==> src/rtl/seg_pkg.sv <==
// Shared types and constants for the seven-segment scan controller.
package seg_pkg;

  localparam int unsigned SEG_NIB_W = 4;

  // Common-anode digits are enabled by driving the anode low.
  localparam logic AN_OFF = 1'b1;

  typedef enum logic [1:0] {
    IDLE,
    BLANK,
    DRIVE
  } scan_state_t;

endpackage

==> src/rtl/seg_slot_timer.sv <==
// Digit-slot counter: counts 0..REFRESH_DIV-1 while run_i is high and clears
// synchronously when it is low. Flags are given for the current and next count.
module seg_slot_timer #(
  parameter int unsigned REFRESH_DIV  = 100000,
  parameter int unsigned BLANK_CYCLES = 16
) (
  input  logic clk_i,
  input  logic reset_i,
  input  logic run_i,
  output logic blank_phase_next_o,
  output logic slot_end_o,
  output logic slot_end_next_o
);

  localparam int unsigned CntW = (REFRESH_DIV > 1) ? $clog2(REFRESH_DIV) : 1;
  localparam logic [CntW-1:0] LastCnt  = CntW'(REFRESH_DIV - 1);
  localparam logic [CntW-1:0] BlankCnt = CntW'(BLANK_CYCLES);

  logic [CntW-1:0] cnt_q, cnt_d;

  always_comb begin
    cnt_d = '0;
    if (run_i && (cnt_q != LastCnt)) begin
      cnt_d = cnt_q + CntW'(1);
    end
  end

  assign slot_end_o         = (cnt_q == LastCnt);
  assign slot_end_next_o    = (cnt_d == LastCnt);
  assign blank_phase_next_o = (cnt_d < BlankCnt);

  always_ff @(posedge clk_i or posedge reset_i) begin
    if (reset_i) begin
      cnt_q <= '0;
    end else begin
      cnt_q <= cnt_d;
    end
  end

endmodule

==> src/rtl/seg_scan_ctrl.sv <==
// Multiplexed scan controller for a common-anode seven-segment display with a
// double-buffered value. Define SEG_SCAN_LZ_BLANK_EN for leading-zero blanking.
module seg_scan_ctrl
  import seg_pkg::*;
#(
  parameter int unsigned NUM_DIGITS   = 4,
  parameter int unsigned REFRESH_DIV  = 100000,
  parameter int unsigned BLANK_CYCLES = 16
) (
  input  logic                            clk_i,
  input  logic                            reset_i,
  input  logic                            enable_i,
  input  logic                            load_i,
  input  logic [SEG_NIB_W*NUM_DIGITS-1:0] value_i,
  input  logic                            sign_i,
  output logic [SEG_NIB_W-1:0]            digit_nib_o,
  output logic                            sign_o,
  output logic [NUM_DIGITS-1:0]           an_o,
  output logic                            frame_done_o,
  output logic                            pending_o
);

  localparam int unsigned ValW = SEG_NIB_W * NUM_DIGITS;
  localparam int unsigned IdxW = (NUM_DIGITS > 1) ? $clog2(NUM_DIGITS) : 1;
  localparam logic [IdxW-1:0] LastIdx = IdxW'(NUM_DIGITS - 1);

  scan_state_t     state_q, state_d;
  logic [IdxW-1:0] idx_q, idx_d;
  logic [ValW-1:0] shadow_val_q, shadow_val_d, pend_val_q, pend_val_d;
  logic            shadow_sign_q, shadow_sign_d, pend_sign_q, pend_sign_d;
  logic            pend_flag_q, pend_flag_d;

  logic [SEG_NIB_W-1:0]  digit_nib_q, digit_nib_d;
  logic                  sign_q, sign_d;
  logic [NUM_DIGITS-1:0] an_q, an_d;
  logic                  frame_done_q, frame_done_d;

  logic run, blank_next, slot_end, slot_end_next, boundary, digit_lit;

  assign run = enable_i && (state_q != IDLE);

  seg_slot_timer #(
    .REFRESH_DIV (REFRESH_DIV),
    .BLANK_CYCLES(BLANK_CYCLES)
  ) u_timer (
    .clk_i             (clk_i),
    .reset_i           (reset_i),
    .run_i             (run),
    .blank_phase_next_o(blank_next),
    .slot_end_o        (slot_end),
    .slot_end_next_o   (slot_end_next)
  );

`ifdef SEG_SCAN_LZ_BLANK_EN
  function automatic logic upper_zero(input logic [ValW-1:0] val, input logic [IdxW-1:0] from);
    logic z;
    z = 1'b1;
    for (int unsigned j = 0; j < NUM_DIGITS; j++) begin
      if ((j >= 32'(from)) && (val[SEG_NIB_W*j +: SEG_NIB_W] != '0)) z = 1'b0;
    end
    return z;
  endfunction
`endif

  assign boundary = (state_q == DRIVE) && slot_end && (idx_q == LastIdx);

  always_comb begin
    state_d       = state_q;
    idx_d         = idx_q;
    shadow_val_d  = shadow_val_q;
    shadow_sign_d = shadow_sign_q;
    pend_val_d    = pend_val_q;
    pend_sign_d   = pend_sign_q;
    pend_flag_d   = pend_flag_q;

    if (!enable_i) begin
      state_d = IDLE;
      idx_d   = '0;
      if (pend_flag_q) begin
        shadow_val_d  = pend_val_q;
        shadow_sign_d = pend_sign_q;
      end
      pend_flag_d = 1'b0;
      if (load_i) begin
        shadow_val_d  = value_i;
        shadow_sign_d = sign_i;
      end
    end else if (state_q == IDLE) begin
      state_d = BLANK;
      idx_d   = '0;
      if (load_i) begin
        shadow_val_d  = value_i;
        shadow_sign_d = sign_i;
      end
    end else begin
      state_d = blank_next ? BLANK : DRIVE;
      if ((state_q == DRIVE) && slot_end) begin
        idx_d = boundary ? '0 : idx_q + IdxW'(1);
      end
      // A load landing on the boundary itself bypasses the pending buffer.
      if (boundary) begin
        if (load_i) begin
          shadow_val_d  = value_i;
          shadow_sign_d = sign_i;
        end else if (pend_flag_q) begin
          shadow_val_d  = pend_val_q;
          shadow_sign_d = pend_sign_q;
        end
        pend_flag_d = 1'b0;
      end else if (load_i) begin
        pend_val_d  = value_i;
        pend_sign_d = sign_i;
        pend_flag_d = 1'b1;
      end
    end
  end

`ifdef SEG_SCAN_LZ_BLANK_EN
  assign digit_lit = (idx_d == '0) || !upper_zero(shadow_val_d, idx_d);
`else
  assign digit_lit = 1'b1;
`endif

  // Outputs are registered from next-state values so they line up with state.
  always_comb begin
    an_d = {NUM_DIGITS{AN_OFF}};
    if ((state_d == DRIVE) && digit_lit) begin
      an_d[idx_d] = ~AN_OFF;
    end
    digit_nib_d  = shadow_val_d[SEG_NIB_W*idx_d +: SEG_NIB_W];
    sign_d       = shadow_sign_d && (idx_d == LastIdx);
    frame_done_d = (state_d == DRIVE) && (idx_d == LastIdx) && slot_end_next;
  end

  always_ff @(posedge clk_i or posedge reset_i) begin
    if (reset_i) begin
      state_q       <= IDLE;
      idx_q         <= '0;
      shadow_val_q  <= '0;
      shadow_sign_q <= 1'b0;
      pend_val_q    <= '0;
      pend_sign_q   <= 1'b0;
      pend_flag_q   <= 1'b0;
      an_q          <= {NUM_DIGITS{AN_OFF}};
      digit_nib_q   <= '0;
      sign_q        <= 1'b0;
      frame_done_q  <= 1'b0;
    end else begin
      state_q       <= state_d;
      idx_q         <= idx_d;
      shadow_val_q  <= shadow_val_d;
      shadow_sign_q <= shadow_sign_d;
      pend_val_q    <= pend_val_d;
      pend_sign_q   <= pend_sign_d;
      pend_flag_q   <= pend_flag_d;
      an_q          <= an_d;
      digit_nib_q   <= digit_nib_d;
      sign_q        <= sign_d;
      frame_done_q  <= frame_done_d;
    end
  end

  assign an_o         = an_q;
  assign digit_nib_o  = digit_nib_q;
  assign sign_o       = sign_q;
  assign frame_done_o = frame_done_q;
  assign pending_o    = pend_flag_q;

endmodule
==> config.mk <==
export PLATFORM = sky130hd
export DESIGN_NAME = seg_scan_ctrl
export DESIGN_NICKNAME = d
export VERILOG_FILES = /design/src/rtl/seg_pkg.sv /design/src/rtl/seg_slot_timer.sv /design/src/rtl/seg_scan_ctrl.sv
export SDC_FILE = /design/constraint.sdc
export NUM_CORES = 1
export LEC_CHECK = 0
export BUFFER_PORTS_ARGS = -buffer_cell sky130_fd_sc_hd__buf_2
export CORE_ASPECT_RATIO = 1.5
export CORE_MARGIN = 1
export CORE_UTILIZATION = 30
export DETAILED_ROUTE_END_ITERATION = 10
export MAX_ROUTING_LAYER = met4
export SLEW_MARGIN = 20
export SYNTH_ARGS = -nofsm -noshare
export SYNTH_HDL_FRONTEND = slang
export SYNTH_HIERARCHICAL = 1
export SYNTH_SLANG_ARGS = --single-unit
export TNS_END_PERCENT = 50
==> constraint.sdc <==
create_clock -name clk_i -period 4 [get_ports clk_i]
set_input_delay 0.6 -clock clk_i [delete_from_list [all_inputs] [get_ports clk_i]]
set_output_delay 0.6 -clock clk_i [all_outputs]
set_load 0.01 [all_outputs]
=== Word level (Yosys, flattened, before mapping) ===
Cells that the tools add are included.

* Add/subtract/negate cells: 2
* Muxes and demuxes: 27
* Bitwise logic cells: 3
* Magnitude comparators: 3
* Reduce and logical (&&, ||, !) cells: 12
* Shifts and indexed selects: 1
* Multipliers: 0
* Divide/modulo/power cells: 0
* Eq/ne operators: 9

{| class="wikitable"
|+ Operators with widths
! cell !! count
|-
| 16-bit 2-to-1 mux || 6
|-
| 17-bit == test (second input constant) || 2
|-
| 17-bit by 1-bit adder with 17-bit output (second input constant) || 1
|-
| 17-bit by 5-bit less-than comparator with 1-bit output (second input constant) || 1
|-
| 17-bit 2-to-1 mux || 1
|-
| 17-bit inequality test (second input constant) || 1
|-
| 16-bit by 5-bit indexed part select with 4-bit output || 1
|-
| 2-bit 2-to-1 mux || 7
|-
| 1-bit 2-to-1 mux || 11
|-
| 2-bit == test (second input constant) || 4
|-
| 1-bit logical AND || 8
|-
| 4-bit 2-to-1 mux || 1
|-
| 4-bit inverter || 1
|-
| 4-bit AND reduction || 1
|-
| 2-bit by 3-bit less-than comparator with 1-bit output (second input constant) || 1
|-
| 3-bit by 1-bit inequality test with 1-bit output (second input constant) || 1
|-
| 2-bit by 1-bit adder with 2-bit output (second input constant) || 1
|-
| 1-bit demux with 2-bit select || 1
|-
| 2-bit by 1-bit greater-or-equal comparator with 1-bit output (second input constant) || 1
|-
| 2-bit zero test || 1
|-
| 2-bit inequality test (second input constant) || 1
|-
| 1-bit inverter || 2
|-
| 2-bit AND reduction || 1
|-
| 2-bit nonzero test || 1
|}

* Memories: 0
* Bits in latches: 0
* Bits in read-only memories: 0
* Output and inout port bits: 11
* Word-level logic and storage cells: 69
* Memory bits (writable): 0
* Register bits: 66
* Input bits: 21

=== Longest topological paths before layout ===
* Depth after elaboration: 13
* Depth in mapped cells: 11
* Mapped depth without buffers: 10

=== Modules after synthesis ===
The synthesis kept the hierarchy.

{| class="wikitable"
|+ Modules (own cells, without submodules)
! module !! seq. area each (um2) !! cells each !! times used !! area an instance (um2)
|-
| seg_scan_ctrl || 1231.2 || 242 || 1 || 2587.5
|-
| seg_slot_timer || 425.4 || 122 || 1 || 1112.3
|}

=== Worst setup path before layout ===
No wires, ideal clock.

* Path type: flip-flop to flip-flop
* Start point: register u_timer.cnt_q[0]
* End point: register digit_nib_q[2] (netlist: digit_nib_o[2])
* Data arrival time: 2.716 ns
* Setup slack: 1.156 ns
* Stages on the path, launching flop included: 12
* Buffers on the path: 2
* Setup time: 0.128 ns
* Clock period less this slack: 2.844 ns
* Data required time: 3.872 ns
* Cell sequence: dfrtp_1 ha_1 nand4_1 nor4_1 nor4bb_1 a21boi_1 o21a_1 buf_2 buf_6 a221o_2 nor3_1 nor4_2

* Elaborated cells between the ends (all ways): 11
* Those cells by class: 1 x eq/ne; 1 x shift; 7 x mux; 2 x reduce/logical

{| class="wikitable"
|+ RTL lines
! what !! line !! text
|-
| start: declaration || seg_slot_timer.sv:19 || <nowiki>logic [CntW-1:0] cnt_q, cnt_d;</nowiki>
|-
| start signal: assignment || seg_slot_timer.sv:36 || <nowiki>cnt_q <= cnt_d;</nowiki>
|-
| 17-bit == test || seg_slot_timer.sv:28 || <nowiki>assign slot_end_o = (cnt_q == LastCnt);</nowiki>
|-
| via slot_end || seg_scan_ctrl.sv:38 || <nowiki>logic run, blank_next, slot_end, slot_end_next, boundary, digit_lit;</nowiki>
|-
| 1-bit logical AND (2 in series) || seg_scan_ctrl.sv:65 || <nowiki>assign boundary = (state_q == DRIVE) && slot_end && (idx_q == LastIdx);</nowiki>
|-
| 16-bit 2-to-1 mux || seg_scan_ctrl.sv:101 || <nowiki>if (boundary) begin</nowiki>
|-
| 16-bit 2-to-1 mux || seg_scan_ctrl.sv:88 || <nowiki>end else if (state_q == IDLE) begin</nowiki>
|-
| 16-bit 2-to-1 mux || seg_scan_ctrl.sv:76 || <nowiki>if (!enable_i) begin</nowiki>
|-
| via shadow_val_d[6] || seg_scan_ctrl.sv:29 || <nowiki>logic [ValW-1:0] shadow_val_q, shadow_val_d, pend_val_q, pend_val_d;</nowiki>
|-
| 16-bit by 5-bit indexed part select with 4-bit output || seg_scan_ctrl.sv:130 || <nowiki>digit_nib_d = shadow_val_d[SEG_NIB_W*idx_d +: SEG_NIB_W];</nowiki>
|-
| via digit_nib_d[2] || seg_scan_ctrl.sv:33 || <nowiki>logic [SEG_NIB_W-1:0] digit_nib_q, digit_nib_d;</nowiki>
|-
| end signal: assignment || seg_scan_ctrl.sv:157 || <nowiki>digit_nib_q <= digit_nib_d;</nowiki>
|-
| end: declaration || seg_scan_ctrl.sv:33 ||
|}

The timed path passes the listed nets, and every way through them passes these cells.
A chain may end at the register's enable or synchronous reset.

=== Final worst setup path ===
* Start point: register u_timer.cnt_q[0]
* End point: register pend_val_q[14]

* Word-level cells in the longest chain between the ends: 5

{| class="wikitable"
|+ Ends and longest elaborated chain
! what !! line !! text
|-
| 17-bit == test || seg_slot_timer.sv:28 ||
|-
| via slot_end || seg_scan_ctrl.sv:38 ||
|-
| 1-bit logical AND (2 in series) || seg_scan_ctrl.sv:65 ||
|-
| 1-bit inverter (no source line) || n/a ||
|-
| 4-bit AND reduction (no source line) || n/a ||
|-
| end signal: assignment || seg_scan_ctrl.sv:153 || <nowiki>pend_val_q <= pend_val_d;</nowiki>
|-
| end: declaration || seg_scan_ctrl.sv:29 ||
|}

The timed path passes the listed nets, and every way through them passes these cells.

==> out/summary.txt <==
====================================================================================
Outcome                                                                 finished, final reports clean
Synthesized netlist cell count                                                   364
Chain of cells forming the critical path                                ha_1, nand4_1, nor4_1, nor4bb_1, a21boi_1, o21a_1, nand2_2, mux2_1
Final period util                                                             84.52%
Clock transition at the registers of the reported paths                      0.05 ns
Grt total ovfl                                                                     0
Number of synthesized flops with an enable pin                                     0
Setup TNS                                                                       0 ns
Actual slew at the worst max-slew pin                                       1.084 ns
Critical path data arrival time                                              3.59 ns
Hold violation count in the final report                                           0
Top layer used by detailed routing                                              met4
Clock tree from TritonCTS                                                        yes
Last weighted congestion value of the routability-driven placer               0.8426
Largest buffer count on any clock path                                             2
Routed vias                                                                     2900
Maximum number of pins on one net before global-route repair                      55
# clock sinks                                                                     66
Sum of net half-perimeters after detailed placement                         5.993 mm
Wire length per cell                                                        15.77 µm
Classification of the worst setup path                                       reg2reg
Critical path buffers and inverters                                                0
Die Span X                                                                  92.68 µm
Synth top area cells                                                    dfrtp_1 (42%), mux2_1 (5.2%), mux2i_1 (4.6%), a221o_1 (3.2%), nand2b_1 (3.2%)
Mux contribution to synthesized area                                          10.38%
Count of final setup violators                                                     0
Post-synthesis instance area                                            0.003700 mm²
Met2 WL                                                                     4.552 mm
Combinational family with the most area after synthesis                 simple AND/OR/NAND/NOR gates
Starting density of the core                                                  30.79%
Number of logic stages on the critical path including buffering                    8
Cell type with the highest aggregate area in the netlist                     dfrtp_1
Crit path largest cell delay                                                 0.60 ns
Share of flip-flops with an asynchronous set or reset after synthesis         100.0%
Average size of a mapped cell                                              10.16 µm²
Category of the worst setup path capture point                                  flop
Average via count per standard cell                                            5.331
Met3 Wirelength                                                               333 µm
Most frequently used flop master after synthesis                             dfrtp_1
Synthesized net count                                                            387
Power Dens Cells                                                        411.5 mW/mm²
Share of the synthesized netlist area taken by xor and xnor gates             3.314%
Lkg Pwr                                                                     1.700 nW
Reg-to-reg endpoint                                                     pend_val_q[14]
Largest delay contributor family on the critical path                   simple AND/OR/NAND/NOR gates
Fraction of final layout cells with drive strength greater than 1             21.48%
Via count of the first global-routing pass                                      3026
Number of CTS-inserted buffers                                                     9
TritonRoute pass-1 iters                                                           4
Final ANT Viol Nets                                                                0
Worst setup margin                                                         0.6192 ns
Root Driver                                                                clkbuf_16
Number of antenna violations at the first check in global routing                  0
Post-route minimum period                                                   3.381 ns
Most common cell in the netlist                                              dfrtp_1
Die area                                                                 0.01279 mm²
Final wirelength                                                            8.581 mm
Cell with the biggest individual delay on the critical path                 nor4bb_1
Worst Path Max Fanout                                                             17
Path category of the worst min-delay check                                  in2async
Starting DRC count in detailed routing                                           127
Worst slack at placement                                                   0.5905 ns
Layout Cells excl Fill                                                           544
Worst path required time                                                     4.21 ns
Sequential share of the synthesized area                                      44.78%
Chip Height                                                                 138.0 µm
Wire length of the first global-routing pass                                14.08 mm
Worst setup SP type                                                             flop
Fraction of the mapped netlist area in simple logic gates                     20.26%
Worst R2R Path Depth                                                               8
GRT Total Usage                                                               14.55%
Area growth from synthesis to layout                                          14.64%
# Post-CTS Setup Buffers                                                           0
Number of synthesis warnings                                                       6
Routed metal-1 wire length                                                  3.337 mm
Number of cell rows                                                               49
Synth top cells by count                                                dfrtp_1 (62), nand2_1 (30), nor2_1 (23)
Post-CTS sizing                                                                    0
Launching point of the worst reg2reg path                               u_timer/cnt_q[0]
Maximum ir drop on the vdd rail                                            0.1557 mV
Post-synth top area share                                                     41.93%
Share of the synthesized area in compound gates (AO/OA/AOI/OAI)               15.93%
Register-to-register path setup slack                                        0.62 ns
Max-cap violations                                                                 0
Clock Latency Late Sink                                                      0.33 ns
Worst hold margin                                                          0.3816 ns
Headroom to the max-slew limit                                                27.71%
Net count of the finished layout                                                 409
# port buffers                                                                    31
Max-slew violation total from the final report                                     0
H-Tree Depth                                                                       3
CTS Hold Bufs                                                                      0
Placed Cells                                                                     528
# DRC                                                                              0
Standard cell core area                                                  0.01202 mm²
Register bit total from synthesis                                                 66
N_diodes                                                                           0
RSZ-0062 raised after global routing                                           false
Post-Synth Adder-Cell Area                                                   0.6764%
Highest Clock Rate                                                         295.8 MHz
Number of placed I/O pins                                                         32
Launch point of the worst path                                          u_timer/cnt_q[0]
Filler instances                                                                1232
Number of different library cells in the post-synthesis netlist                   59
CP endpoint                                                             pend_val_q[14]
Final clock skew                                                         0.006572 ns
====================================================================================
-- per-layer routing --
layer	global-route usage, %	up-vias
li1	-	1363
met1	14.29	1428
met2	25.96	79
met3	2.255	30
met4	9.555	0
met5	-	-
-- cells by family (layout without fill, tap and decap cells) --
group / after synthesis / in the layout
buffers and inverters: 33 / 60
muxes: 36 / 36
xor gates and xnor gates: 14 / 14
and+or+nand+nor: 134 / 134
AOI/OAI and AO/OA: 79 / 79
DFF: 66 / 66
adders and majority gates: 2 / 2
-- cells in the final DEF, fill, tap and decap left out, types with 4 or more instances in the layout --
cell type	instances
dfrtp_1	62
buf_2	31
nand2_1	30
nor2_1	23
o21ai_0	22
nand2b_1	19
nor3_1	19
mux2_1	17
mux2i_1	17
a21oi_1	15
a221o_1	12
clkbuf_16	9
xor2_1	8
nand3_1	7
inv_1	7
a21oi_2	6
xnor2_1	6
clkbuf_8	5
o21a_1	4
a221o_2	4
nor4_2	4
a31oi_1	4
dfstp_2	4
buf_4	4
nand4_1	4
-- registers in the layout, indices dropped and copies added, names as in the netlist --
| register | flops |
|---|---|
| an_o | 4 |
| frame_done_o | 1 |
| digit_nib_o | 4 |
| idx_q | 2 |
| state_q | 2 |
| u_timer/cnt_q | 17 |
| shadow_val_q | 16 |
| shadow_sign_q | 1 |
| sign_o | 1 |
| pend_sign_q | 1 |
| pending_o | 1 |
| pend_val_q | 16 |
-- power breakdown --
group          switching (mW)  total (mW)  internal [mW]
combinational           0.101       0.188         0.0868
clock                   0.279       0.783          0.503
sequential             0.0440       0.775          0.731
total                   0.424        1.75           1.32
-- metrics by stage --
step | utilization [%] | cell area, µm² | power, mW
after floorplan | - | 3700 | 0.9194
after global placement | 32.77 | 3938 | 0.9686
after detailed placement | 32.77 | 3938 | 0.9766
after CTS | 35.29 | 4240 | 1.765
after global routing | 35.30 | 4242 | 1.815
final | 35.30 | 4242 | 1.745
-- cell type report --
type	count	area [µm²]	area share (%)
Clock inverter	1	5.005	0.1180
Inverter	9	35.03	0.8260
Timing Repair Buffer	35	185.2	4.366
Multi-Input combinational cell	265	1871	44.10
Tap cell	153	191.4	4.513
Sequential cell	66	1657	39.06
Clock buffer	15	297.8	7.021
-- worst min path at each step --
stage	from	to	slack, ns	cells past startpoint
floorplan	pend_sign_q	pend_sign_q	0.46	1
global placement	pend_val_q[8]	pend_val_q[8]	0.47	1
detailed placement	pend_val_q[13]	pend_val_q[13]	0.49	1
CTS	reset_i	u_timer/cnt_q[10]	0.40	2
global route	reset_i	u_timer/cnt_q[10]	0.46	2
finish	reset_i	u_timer/cnt_q[9]	0.38	2
Note: power is estimated with default switching activity, not from simulation.
